**config.mk**
```make
export PLATFORM = sky130hd
export DESIGN_NAME = loop_iter_sched
export DESIGN_NICKNAME = d
export VERILOG_FILES = /design/src/rtl/loop_iter_sched.sv
export SDC_FILE = /design/constraint.sdc
export NUM_CORES = 1
export LEC_CHECK = 0
export CORE_ASPECT_RATIO = 1.5
export CORE_UTILIZATION = 50
export CTS_CLUSTER_SIZE = 16
export DETAILED_ROUTE_END_ITERATION = 7
export HOLD_SLACK_MARGIN = 0.15
export PLACE_DENSITY = 0.8
export SETUP_SLACK_MARGIN = 0.4
export SLEW_MARGIN = 20
export SYNTH_ARGS = -nofsm -noshare
export SYNTH_HDL_FRONTEND = slang
export SYNTH_SLANG_ARGS = --single-unit
```
**constraint.sdc**
```tcl
create_clock -name clk -period 3.5 [get_ports clk]
set_clock_uncertainty 0.05 [all_clocks]
set_input_delay 0.7 -clock clk [delete_from_list [all_inputs] [get_ports clk]]
set_output_delay 0.7 -clock clk [all_outputs]
set_load 0.005 [all_outputs]
```
**src/rtl/loop_iter_sched.sv**
```systemverilog
// ---------------------------------------------------------------------------
// loop_iter_sched : arms N replays of the loop buffer, counts wraps, injects STOP
// rev 1.0
// ---------------------------------------------------------------------------
`default_nettype none

module loop_iter_sched #(
  parameter int CNT_W = 32,
  parameter int CMD_W = 32
) (
  input  logic             clk,
  input  logic             rst,
  input  logic             cfg_valid,
  input  logic [CNT_W-1:0] cfg_iters,
  output logic             cfg_ready,
  input  logic             abort,
  input  logic             looping,
  input  logic             loop_wrap,
  output logic             stop_valid,
  output logic [CMD_W-1:0] stop_instr,
  input  logic             stop_ready,
  output logic [CNT_W-1:0] iter_count,
  output logic             busy,
  output logic             done,
  output logic             aborted
);

  localparam logic [3:0]       STOP_OPC = 4'hF;
  localparam logic [CNT_W-1:0] CNT_ONE  = {{(CNT_W-1){1'b0}}, 1'b1};

  typedef enum logic [2:0] {
    S_IDLE     = 3'd0,
    S_ARMED    = 3'd1,
    S_RUN      = 3'd2,
    S_STOP_REQ = 3'd3,
    S_DRAIN    = 3'd4,
    S_DONE     = 3'd5
  } state_t;

  state_t           state, state_nxt;
  logic [CNT_W-1:0] target;
  logic [CNT_W-1:0] count;
  logic             aborted_q;
  logic             abort_pend;
  logic             abort_any;
  logic             last_iter;
  logic             counting;

  // The compare uses the pre-increment count; a same-cycle wrap is picked up next cycle.
  assign abort_any = abort | abort_pend;
  assign last_iter = (target != '0) && (count == target - CNT_ONE);
  assign counting  = (state == S_RUN) || (state == S_STOP_REQ) || (state == S_DRAIN);

  always_comb begin
    state_nxt = state;
    case (state)
      S_IDLE:     if (cfg_valid)              state_nxt = S_ARMED;
      S_ARMED:    if (looping)                state_nxt = S_RUN;
      S_RUN:      if (abort_any || last_iter) state_nxt = S_STOP_REQ;
      S_STOP_REQ: if (stop_ready)             state_nxt = S_DRAIN;
      S_DRAIN:    if (!looping)               state_nxt = S_DONE;
      S_DONE:                                 state_nxt = S_IDLE;
      default:                                state_nxt = S_IDLE;
    endcase
  end

  always_ff @(posedge clk) begin
    if (rst) begin
      state      <= S_IDLE;
      target     <= '0;
      count      <= '0;
      aborted_q  <= 1'b0;
      abort_pend <= 1'b0;
    end else begin
      state <= state_nxt;
      if (state == S_IDLE && cfg_valid) begin
        target     <= cfg_iters;
        count      <= '0;
        aborted_q  <= 1'b0;
        abort_pend <= 1'b0;
      end else begin
        if (counting && loop_wrap && !(&count))
          count <= count + CNT_ONE;
        if (state == S_ARMED && abort)
          abort_pend <= 1'b1;
        if (state == S_RUN && abort_any)
          aborted_q <= 1'b1;
      end
    end
  end

  assign cfg_ready  = (state == S_IDLE);
  assign stop_valid = (state == S_STOP_REQ);
  assign busy       = (state != S_IDLE) && (state != S_DONE);
  assign done       = (state == S_DONE);
  assign aborted    = aborted_q;
  assign iter_count = count;
  assign stop_instr = {STOP_OPC, {(CMD_W-4){1'b0}}};

endmodule

`default_nettype wire
```
# Word level (Yosys, flattened, before mapping)
# Index checks and enable logic that the tools add are counted.
# totals
output_inout_bits	69
input_bits	39
regBits	69
elab_cells	43
# op_classes
n_mux	6
n_bitwise	1
addsub	2
n_eq_ne	12
n_reduce_logical	17
# op_table
operator	n
$add A32 B1 Y32 const B	1
$eq A32 B32 Y1	1
$reduce_and A32 Y1	1
$reduce_bool A32 Y1	1
$sub A32 B1 Y32 const B	1
$mux W3	5
$pmux W3 S5	1
$ne A2 B2 Y1 const B	4
$logic_and A1 B1 Y1	7
$eq A3 B2 Y1 const B	2
$eq A3 B3 Y1 const B	2
$reduce_and A5 Y1	1
$eq A3 B1 Y1 const B	1
$logic_not A3 Y1	1
$logic_or A1 B1 Y1	3
$ne A3 B3 Y1 const B	1
$reduce_bool A3 Y1	1
$ne A2 B1 Y1 const B	1
$reduce_or A2 Y1	1
$logic_not A1 Y1	1
$or A1 B1 Y1	1

# Depth between registers and ports, before layout
# logic_depth
depth_word	6
depth_mapped	10
mapped_depth_nobuf	10

# Least setup slack after synthesis
# No wires, ideal clock.
# synth_timing
path_type	register to register
start	reg target[0]
end	reg state[1]
path_stages_with_launch	11
path_slack_ns	0.584
arrival_ns	2.749
setup_ns	0.117
period_less_slack_ns	2.916
path_cell_list	dfxtp_1 -> inv_1 -> ha_1 -> nor3b_2 -> nand4_1 -> nor2_1 -> mux2_2 -> a22o_1 -> nor4b_1 -> a31oi_1 -> a32o_1
# synth_between
elab_chain_cells	6
word_cells_on_any_way	7
# synth_lines
element	line	source
start, declared	41	logic [CNT_W-1:0] target;
start signal, assigned	77	target <= cfg_iters;
$sub A32 B1 Y32	51	assign last_iter = (target != '0) && (count == target - CNT_ONE);
$eq A32 B32 Y1	51	
$logic_and A1 B1 Y1 *	51	
$logic_or A1 B1 Y1 *	59	S_RUN: if (abort_any || last_iter) state_nxt = S_STOP_REQ;
$ne A2 B2 Y1 (no source line) *	n/a	
$reduce_and A5 Y1 (no source line) *	n/a	
end signal, assigned	75	state <= state_nxt;
end, declared	40	state_t state, state_nxt;
# Mark *: on every way between the ends. The rest lies on a longest branch, timed or not.
# A chain may end at the register's enable or synchronous reset.

# Worst setup path after layout
# layout_timing
start	reg target[16]
end	reg state[1]
# Same word-level chain as after synthesis.

==> metrics.md <==
| Metric | Value |
|---|---|
| Gpl congestion | `0.913` |
| Cts hold-fix bufs | `0` |
| Slew HR | `28.6%` |
| Worst hold endpoint | `aborted$_SDFFE_PP0P_` |
| Vias in the first global route | `3,901` |
| Flops & latches, synth | `69` |
| Setup WS post-layout | `0.476 ns` |
| Post-Syn Area | `4370 um2` |
| GRT Total Usage | `26.1%` |
| Period Utilization, post-route | `86.4%` |
| Commonest non-fill, non-tap cell in the layout | `nand2_1` |
| Syn Area/Cell | `7.65 um2` |
| Int Power | `2.20 mW` |
| N_diodes | `0` |
| Sw power | `1.17 mW` |
| Flip-flop and latch area | `1380 um2` |
| WS Path Type | `reg2reg` |
| CP max FO | `7` |
| Max Cap Viol | `0` |
| Multi-input gate area | `2750 um2` |
| Placed instance area | `5080 um2` |
| Post-synth EDFFs | `0` |
| Setup Viol. Count Final | `0` |
| Antenna violations before repair | `0` |
| Buf+Inv Stages, Crit Path | `0` |
| Routed wire per std cell | `15.4 um` |
| Status | `finished clean` |
| # fillers | `763` |
| CP top delay family | `simple AND/OR/NAND/NOR gates` |
| Final Hold Viols | `0` |
| Post-route minimum period | `3.02 ns` |
| Place WS | `0.277 ns` |
| Nature of the critical path endpoint | `flip-flop` |
| Worst reg2reg setup slack | `0.48 ns` |
| Yosys warns | `0` |
| Initial Util | `51.6%` |
| H-tree Lvls | `3` |
| RSZ-0062 raised after global routing | `no` |
| Hold Slack | `0.411 ns` |
| Most frequent cells in the layout | `nand2_1, clkdlybuf4s50_1, dfxtp_1, nor2_1, a21oi_1` |
| Min-delay src | `aborted$_SDFFE_PP0P_` |
| Seq pwr share | `30.7%` |
| Slowest stage delay, CP | `0.58 ns` |
| Sequential fraction of the synthesis area | `31.6%` |
| I/O pin total | `108` |
| Power Dens Cells | `614 nW/um2` |
| Non-filler cells, final | `752` |
| Synth unique cells | `67` |
| DRT Wirelength | `11,600 um` |
| Crit path cell chain | `or4_4 -> or3_4 -> nor2_1 -> mux2_2 -> a22o_1 -> nor4b_4 -> a31oi_1 -> a32o_1` |
| Layout cell share with drive strength beyond 1 | `6.82%` |
| Leakage | `1.96 nW` |
| Syn-to-layout area delta | `25.8%` |
| Grt ovf | `0` |
| Worst reg2reg path depth | `8` |
| Total Nets Final | `682` |
| Vias after detailed routing | `4,266` |
| Longest Clk Path Bufs | `2` |
| RR Startpoint | `target[16]$_SDFFE_PP0P_` |
| FP Rows | `41` |
| Post-placement cell count | `734` |
| Worst-Skew Late Latency | `0.34 ns` |
| Mapped Cells | `571` |
| Main synth FF type | `dfxtp_1` |
| Root Driver | `clkbuf_16` |
| Sw frac | `34.8%` |
| CP arrival | `3.21 ns` |
| Chip width | `78.3 um` |
| CTS buffer count | `9` |
| Max Freq | `0.331 GHz` |
| Synth async-reset ratio | `0%` |
| Design area | `5490 um2` |
| PortBufs | `75` |
| Clock network power share | `33.0%` |
| Iteration-0 DRC Markers | `311` |
| HP Class | `reg2reg` |
| CTS Sinks | `69` |
| Startpoint Class | `flip-flop` |
| Post-route DRC | `0` |
| Detailed-router iteration count before antenna repair | `5` |
| RR Endpoint | `state[1]$_SDFFE_PP0P_` |
| Combinational share of power | `36.3%` |
| Clock-pin slew on the worst setup and hold paths | `0.06 ns` |
| Required time worst endpoint | `3.68 ns` |
| Maximum vdd drop | `0.000367 V` |
| Hold Path Depth | `2` |
| Chip height | `116 um` |
| Fin Setup TNS | `0 ns` |
| Post-route ant nets | `0` |
| First-pass GRT wire length | `18,400 um` |
| Vias per inst | `5.67` |
| Slowest stage cell on the critical path | `or4_4` |
| Core footprint | `8460 um2` |
| Worst-Margin Slew | `1.06 ns` |
| Post-DP HPWL | `8600 um` |
| Die area | `9120 um2` |
| CTS tree | `built` |
| Max Transition Viols Final | `0` |
| Largest net degree at the start of global routing | `35` |
[synthesized netlist by cell type (all sizes together) (6+ instances only)]
library cell	number	share of area, %
nor3	17	2.3
and4	7	1.4
nand4	12	1.7
a21oi	44	5.0
nor4	12	2.5
or3	7	1.0
xnor2	41	8.2
nand2	98	8.4
dfxtp	69	32
nand3	18	2.1
mux2i	6	1.4
and2	6	0.86
buf	34	5.8
nor2	61	5.2
clkbuf	24	2.1
xor2	19	3.8
inv	9	0.77
o21ai	9	1.0
[how the worst max path moves through the flow]
stage | from | to | slack, ns | depth (start not counted)
floorplan | target[0]$_SDFFE_PP0P_ | state[1]$_SDFFE_PP0P_ | 0.58 | 10
global placement | looping | state[1]$_SDFFE_PP0P_ | 0.33 | 9
global route | target[16]$_SDFFE_PP0P_ | state[1]$_SDFFE_PP0P_ | 0.41 | 8
finish | target[16]$_SDFFE_PP0P_ | state[1]$_SDFFE_PP0P_ | 0.48 | 8
CTS | target[0]$_SDFFE_PP0P_ | state[1]$_SDFFE_PP0P_ | 0.44 | 10
detailed placement | looping | state[1]$_SDFFE_PP0P_ | 0.28 | 9
[logic make-up (layout without fill, tap and decap cells)]
logic type,Yosys count,in the layout,synth area share [%]
AOI/OAI and AO/OA,89,89,12.9
xor gates and xnor gates,60,60,12.0
adders and majority gates,3,3,0.860
buffers and inverters,67,111,8.68
DFF,69,69,31.6
muxes,8,8,1.89
other,2,32,0.172
and+or+nand+nor,273,273,31.8
[repair_timing]
| action | CTS | global route |
|---|---|---|
| hold endpoints to repair | 0 | 0 |
| buffers inserted | 0 | 2 |
| gates resized for setup | 2 | 3 |
| endpoints found under the setup margin | 1 | 2 |
| pin swaps | 0 | 1 |
[power groups by stage]
stage	clock [mW]	combinational (mW)	sequential, mW
2_1_floorplan	0	0.930	0.963
3_3_place_gp	0	1.14	1.04
3_5_place_dp	0	1.17	1.04
4_1_cts	1.12	1.18	1.03
5_1_grt	1.15	1.33	1.05
6_report	1.11	1.22	1.03
[layout make-up]
class | count | share of cell area (%)
Clock buffer | 10 | 4.17
Clock inverter | 6 | 2.46
Inverter | 9 | 0.615
Multi-Input combinational cell | 465 | 50.0
Sequential cell | 69 | 25.1
Tap cell | 107 | 2.44
Timing Repair Buffer | 86 | 15.2
[metal layers]
layer  wire length (um)  share of wire [%]  up-vias  GRT usage, %
met3                554                4.8       32          4.30
li1                   -                  -     2054             -
met2               6210                 54      156          49.1
met1               4490                 39     2024          27.9
met5                  0                  0        -             0
met4                312                2.7        0          13.5
[state kept, by name (all words and copies together), names as in the netlist]
register and flops:
abort_pend 1, target 32, aborted 1, state 3, iter_count 32
[stage by stage]
| step | utilization [%] | power [mW] |
|---|---|---|
| floorplan | - | 1.89 |
| global placement | 60.1 | 2.18 |
| detailed placement | 60.1 | 2.21 |
| CTS | 64.5 | 3.33 |
| global route | 64.9 | 3.53 |
| finish | 64.9 | 3.37 |
[tightest hold or removal path, cell delays in order (launching register included)]
cell     delay, ns
dfxtp_1       0.31
inv_1         0.05
a21oi_1       0.05
Note: power is estimated with default switching activity, not from simulation.
